`config.mk`:
```
export PLATFORM = sky130hd
export DESIGN_NAME = stream_scoreboard
export DESIGN_NICKNAME = d
export VERILOG_FILES = /design/src/rtl/scoreboard_pkg.sv /design/src/rtl/sb_sync_fifo.sv /design/src/rtl/stream_scoreboard.sv
export SDC_FILE = /design/constraint.sdc
export NUM_CORES = 1
export LEC_CHECK = 0
export BUFFER_PORTS_ARGS = -buffer_cell sky130_fd_sc_hd__buf_2
export CAP_MARGIN = 20
export CELL_PAD_IN_SITES_DETAIL_PLACEMENT = 1
export CELL_PAD_IN_SITES_GLOBAL_PLACEMENT = 2
export CORE_ASPECT_RATIO = 1.4
export CORE_MARGIN = 2
export CORE_UTILIZATION = 44
export CTS_BUF_LIST = sky130_fd_sc_hd__clkbuf_8
export CTS_CLUSTER_DIAMETER = 50
export CTS_CLUSTER_SIZE = 8
export DETAILED_ROUTE_END_ITERATION = 16
export GPL_TIMING_DRIVEN = 0
export PLACE_DENSITY = 0.82
export SLEW_MARGIN = 20
export SYNTH_ARGS = -nofsm -noshare
export SYNTH_HDL_FRONTEND = slang
export SYNTH_SLANG_ARGS = --single-unit
```
`constraint.sdc`:
```
create_clock -name clk -period 3.55 [get_ports clk]
set_input_delay 0.5325 -clock clk [delete_from_list [all_inputs] [get_ports clk]]
set_output_delay 0.5325 -clock clk [all_outputs]
set_load 0.05 [all_outputs]
```
`src/rtl/scoreboard_pkg.sv`:
```
`default_nettype none
`timescale 1ns/1ps
// +--------------------------------------------------------------------+
// | scoreboard_pkg : error codes and FSM states for stream_scoreboard  |
// | Revision 1.0                                                       |
// +--------------------------------------------------------------------+
package scoreboard_pkg;

  localparam logic [1:0] ERR_NONE      = 2'd0;
  localparam logic [1:0] ERR_MISMATCH  = 2'd1;
  localparam logic [1:0] ERR_UNDERFLOW = 2'd2;
  localparam logic [1:0] ERR_TIMEOUT   = 2'd3;

  typedef enum logic [0:0] {
    RUN  = 1'b0,
    FAIL = 1'b1
  } sb_state_t;

endpackage
`default_nettype wire

```
`src/rtl/sb_sync_fifo.sv`:
```
`default_nettype none
`timescale 1ns/1ps
// +--------------------------------------------------------------------+
// | sb_sync_fifo : WIDTH x DEPTH synchronous FIFO, no bypass           |
// | Revision 1.0                                                       |
// +--------------------------------------------------------------------+
module sb_sync_fifo #(
  parameter int WIDTH = 8,
  parameter int DEPTH = 16
) (
  input  logic                     clk,
  input  logic                     rst,
  input  logic                     push,
  input  logic [WIDTH-1:0]         wr_data,
  input  logic                     pop,
  output logic [WIDTH-1:0]         head,
  output logic                     full,
  output logic                     empty,
  output logic [$clog2(DEPTH):0]   count
);

  localparam int AW = $clog2(DEPTH);

  logic [WIDTH-1:0] r_mem [DEPTH];
  logic [AW-1:0]    r_wr_ptr;
  logic [AW-1:0]    r_rd_ptr;
  logic [AW:0]      r_count;
  logic             w_push;
  logic             w_pop;

  assign full  = (r_count == (AW+1)'(DEPTH));
  assign empty = (r_count == '0);
  assign count = r_count;
  assign head  = r_mem[r_rd_ptr];

  assign w_push = push & ~full;
  assign w_pop  = pop & ~empty;

  always_ff @(posedge clk) begin
    if (w_push) begin
      r_mem[r_wr_ptr] <= wr_data;
    end
  end

  // Pointers are AW bits wide so they wrap modulo DEPTH on their own.
  always_ff @(posedge clk) begin
    if (rst) begin
      r_wr_ptr <= '0;
      r_rd_ptr <= '0;
      r_count  <= '0;
    end else begin
      if (w_push) r_wr_ptr <= r_wr_ptr + 1'b1;
      if (w_pop)  r_rd_ptr <= r_rd_ptr + 1'b1;
      case ({w_push, w_pop})
        2'b10:   r_count <= r_count + 1'b1;
        2'b01:   r_count <= r_count - 1'b1;
        default: r_count <= r_count;
      endcase
    end
  end

endmodule
`default_nettype wire

```
`src/rtl/stream_scoreboard.sv`:
```
`default_nettype none
`timescale 1ns/1ps
// +--------------------------------------------------------------------+
// | stream_scoreboard : in-order expected/actual compare with sticky ok |
// | Revision 1.0                                                       |
// +--------------------------------------------------------------------+
module stream_scoreboard
  import scoreboard_pkg::*;
#(
  parameter int WIDTH   = 8,
  parameter int DEPTH   = 16,
  parameter int TIMEOUT = 64,
  parameter int CNT_W   = 16
) (
  input  logic                     clk,
  input  logic                     rst,
  input  logic                     exp_valid,
  input  logic [WIDTH-1:0]         exp_data,
  output logic                     exp_ready,
  input  logic                     act_valid,
  input  logic [WIDTH-1:0]         act_data,
  output logic                     ok,
  output logic [1:0]               err_code,
  output logic [WIDTH-1:0]         err_exp,
  output logic [WIDTH-1:0]         err_act,
  output logic [CNT_W-1:0]         match_count,
  output logic [$clog2(DEPTH):0]   pending
);

  localparam int TW = $clog2(TIMEOUT + 1);

  sb_state_t        r_state, w_state_n;
  logic             r_ok, w_ok_n;
  logic [1:0]       r_code, w_code_n;
  logic [WIDTH-1:0] r_exp, w_exp_n;
  logic [WIDTH-1:0] r_act, w_act_n;
  logic [CNT_W-1:0] r_match, w_match_n;
  logic [TW-1:0]    r_tcnt;

  logic [WIDTH-1:0]         w_head;
  logic                     w_full;
  logic                     w_empty;
  logic [$clog2(DEPTH):0]   w_count;
  logic                     w_push, w_pop, w_idle;
  logic                     w_underflow, w_mismatch, w_match, w_timeout;

  sb_sync_fifo #(
    .WIDTH (WIDTH),
    .DEPTH (DEPTH)
  ) u_fifo (
    .clk     (clk),
    .rst     (rst),
    .push    (w_push),
    .wr_data (exp_data),
    .pop     (w_pop),
    .head    (w_head),
    .full    (w_full),
    .empty   (w_empty),
    .count   (w_count)
  );

  assign w_push      = exp_valid & ~w_full;
  assign w_pop       = act_valid & ~w_empty;
  assign w_idle      = ~w_empty & ~act_valid;
  assign w_underflow = act_valid & w_empty;
  assign w_mismatch  = w_pop & (act_data != w_head);
  assign w_match     = w_pop & (act_data == w_head);
  // Fires on the TIMEOUT-th consecutive idle cycle; the counter holds prior ones.
  assign w_timeout   = w_idle & (r_tcnt == TW'(TIMEOUT - 1));

  always_ff @(posedge clk) begin
    if (rst) begin
      r_tcnt <= '0;
    end else if (!w_idle) begin
      r_tcnt <= '0;
    end else if (r_tcnt != TW'(TIMEOUT)) begin
      r_tcnt <= r_tcnt + 1'b1;
    end
  end

  always_ff @(posedge clk) begin
    if (rst) begin
      r_state <= RUN;
      r_ok    <= 1'b1;
      r_code  <= ERR_NONE;
      r_exp   <= '0;
      r_act   <= '0;
      r_match <= '0;
    end else begin
      r_state <= w_state_n;
      r_ok    <= w_ok_n;
      r_code  <= w_code_n;
      r_exp   <= w_exp_n;
      r_act   <= w_act_n;
      r_match <= w_match_n;
    end
  end

  always_comb begin
    w_state_n = r_state;
    w_ok_n    = r_ok;
    w_code_n  = r_code;
    w_exp_n   = r_exp;
    w_act_n   = r_act;
    w_match_n = r_match;
    case (r_state)
      RUN: begin
        if (w_underflow) begin
          w_state_n = FAIL;
          w_ok_n    = 1'b0;
          w_code_n  = ERR_UNDERFLOW;
          w_exp_n   = '0;
          w_act_n   = act_data;
        end else if (w_mismatch) begin
          w_state_n = FAIL;
          w_ok_n    = 1'b0;
          w_code_n  = ERR_MISMATCH;
          w_exp_n   = w_head;
          w_act_n   = act_data;
        end else if (w_timeout) begin
          w_state_n = FAIL;
          w_ok_n    = 1'b0;
          w_code_n  = ERR_TIMEOUT;
          w_exp_n   = '0;
          w_act_n   = '0;
        end else if (w_match && (r_match != {CNT_W{1'b1}})) begin
          w_match_n = r_match + 1'b1;
        end
      end
      FAIL: begin
        // Diagnostics frozen; only rst leaves this state.
        w_state_n = FAIL;
      end
      default: begin
        w_state_n = FAIL;
        w_ok_n    = 1'b0;
      end
    endcase
  end

  assign exp_ready   = ~w_full;
  assign pending     = w_count;
  assign ok          = r_ok;
  assign err_code    = r_code;
  assign err_exp     = r_exp;
  assign err_act     = r_act;
  assign match_count = r_match;

endmodule
`default_nettype wire

```
==> summary.txt <==
GRT
  • Total global routing overflow: 0
  • Vias in the first global route: between 5,000 and 6,000
  • Largest net degree at the start of global routing: 22
  • Initial antenna violation count: 0
  • First-pass GRT wire length: between 20,000 and 30,000 um
  • Total GRT Usage: 0.212

Setup path
  • Kind of critical path: register to register
  • Crit Path Max Fanout: 10
  • WP data required: ~4 ns
  • Arrival time at the worst endpoint: 3.72 ns
  • Worst Setup End Kind: register
  • Startpoint class of the critical path: register

Timing
  • Relative slew slack: 0.304
  • Hold_ws: around 0.3 ns
  • Setup TNS: 0 ns
  • Setup violators final: 0
  • Tcrit/Tclk final: 0.951
  • Final Hold Fails: 0
  • Final worst clock skew: ~0.016 ns
  • Worst slew pin tran: 1.04 ns
  • FMAX: between 200 and 300 MHz
  • Slew Viols, Final: 0
  • RSZ-0062 raised after global routing: yes
  • Tmin final: roughly 3.4 ns

Drt
  • ANT nets after route: 0
  • Routed Wire Length: between 15,000 and 20,000 um
  • DRC: 0
  • Drt pass-1 iters: 4
  • Vias/cell: roughly 5.5
  • DR WL/cell: between 20 and 25 um
  • Vias post-DR: 4,992
  • Starting DRT DRC Count: ~260

Min path
  • Worst hold path class: primary input to register

Layout
  • Antenna Cells: 0
  • Commonest non-fill, non-tap cells in the layout: edfxtp_1 (128), buf_2 (67), dfxtp_1 (60)
  • Final #Nets: 687
  • Most common cell after layout, fill and taps aside: edfxtp_1
  • Area delta synth->final: 14.2%
  • Layout cell share with drive strength beyond 1: 0.235

Synth
  • Synth Cell Area: ~7900 sq um
  • Top_reg_cell synth: edfxtp_1
  • Distinct cells, synth: 56
  • Number of synthesized flops with an enable pin: 128
  • Yosys warns: 0
  • Register area share after synthesis: 0.641
  • Ys async rst share: 0
  • Seq cells post-synth: around 190
  • Post-Syn Instances: 570
  • Syn_area_per_cell: about 14 sq um
  • Mapped Nets: 603

Clocking
  • Root Buffer: clkbuf_8
  • CTS clk-pin slew, worst paths: around 0.11 ns
  • H-tree depth: 4
  • Clk_lat worst skew: 0.47 ns
  • Max clock buf depth: 2
  • Clk sinks: 188
  • TritonCTS clock tree: done
  • CTS Buf Count: 17
  • # hold bufs at CTS: 0

Placed design
  • Port Buffer Count: 60
  • HPWL Detailed: 14,000 um
  • Routability Congestion: between 0.7 and 0.8

Floorplanning
  • I/O pins: 61
  • FP Rows: 57
  • Starting Density: 0.450
  • Core ar.: 17,500 sq um
  • Die area: 19,000 sq um
  • Die X: 117 um
  • Die height: ~160 um

Power
  • Worst vdd ir: 0.256 mV
  • Leakage power: 0.00311 uW
  • Power per cell area: 604 nW/um^2

Outcome
  • Status: complete, no violations

Flow run
  • Max-cap violation count: 0
[final timing paths]
path | startpoint | endpoint | cells after the start | slack (ns)
max reg2reg | register | match_count[7] | 12 | 0.17
max | register | match_count[7] | 12 | 0.17
min | act_data[7] | err_act[7] | 2 | 0.30
min reg2reg | err_exp[4] | err_exp[4] | 2 | 0.48
[cell type report]
type / instances / area [sq um]
inverter: 20 / 75.1
tap: 236 / 295
clock buffer: 17 / 234
clock inverter: 15 / 180
timing repair buffer: 65 / 342
multi-input combinational: 333 / 2650
sequential: 188 / 5040
buffer: 29 / 166
fill: 1796 / 8490
[synthesized netlist by cell type (10+ instances only)]
master | count | area, sq um
mux4_2 | 20 | 450
inv_1 | 18 | 67.6
xor2_1 | 10 | 87.6
clkbuf_1 | 12 | 45.0
nor2_1 | 50 | 188
a21oi_1 | 24 | 120
o2bb2ai_1 | 14 | 123
dfxtp_1 | 60 | 1200
mux2i_1 | 35 | 350
ha_1 | 12 | 150
edfxtp_1 | 128 | 3840
buf_2 | 11 | 55.1
nand3_1 | 11 | 55.1
nand2_1 | 33 | 124
xnor2_1 | 12 | 105
[cell families (layout without fill, tap and decap cells)]
family	Yosys count	after routing	synth area share
flip-flops	188	188	0.641
AND/OR/NAND/NOR	148	148	0.0924
AO/OA/AOI/OAI	89	89	0.0819
multiplexers	61	61	0.110
buffers and inverters	49	146	0.0285
XOR/XNOR	22	22	0.0245
adder cells (fa/ha/maj)	13	13	0.0216
[what timing repair did]
action	4_1_cts	5_1_grt
pin swaps	0	1
buffers inserted	0	1
resized for setup	3	13
setup endpoints to repair	31	26
[worst max-delay path, cell delays in order (launching register included)]
cell and delay (ns):
dfxtp_1 0.34, buf_6 0.16, buf_6 0.21, mux4_2 0.51
mux2i_1 0.21, mux2i_2 0.15, xnor2_1 0.16, o211ai_1 0.20
or3_1 0.37, buf_2 0.21, buf_2 0.22, o311ai_0 0.34
o41ai_1 0.15
[where the power goes]
part	switching, uW	internal (uW)
Sequential	101	2480
Clock	884	544
Combinational	969	450
Total	1950	3480
[layer usage]
| layer | wire [um] | GRT usage | up-vias |
|---|---|---|---|
| met3 | 553 | 0.0396 | 25 |
| met4 | 470 | 0.0807 | 0 |
| met1 | 7360 | 0.230 | 2535 |
| met5 | 0 | 0 | - |
| li1 | - | - | 2329 |
| met2 | 10600 | 0.398 | 103 |
[state kept, by name, summed over array words and instances (netlist names), named ones only]
name             count
err_code             2
u_fifo.r_mem       128
r_tcnt               7
err_exp              8
u_fifo.r_wr_ptr      4
err_act              8
match_count         16
u_fifo.r_rd_ptr      4
ok                   1
r_state              1
u_fifo.count         5
[per-stage QoR]
stage	utilization	power, uW	instance area (sq um)	std cells	setup WS (ns)
detailed placement	0.488	4050	8520	870	-0.492
CTS	0.512	5470	8940	902	0.0215
global route	0.514	5710	8990	903	-0.0228
finish	0.514	5430	8990	903	0.172
floorplan	-	3640	7870	570	0.293
global placement	0.485	3990	8470	866	-0.429
Note: power is estimated with default switching activity, not from simulation.
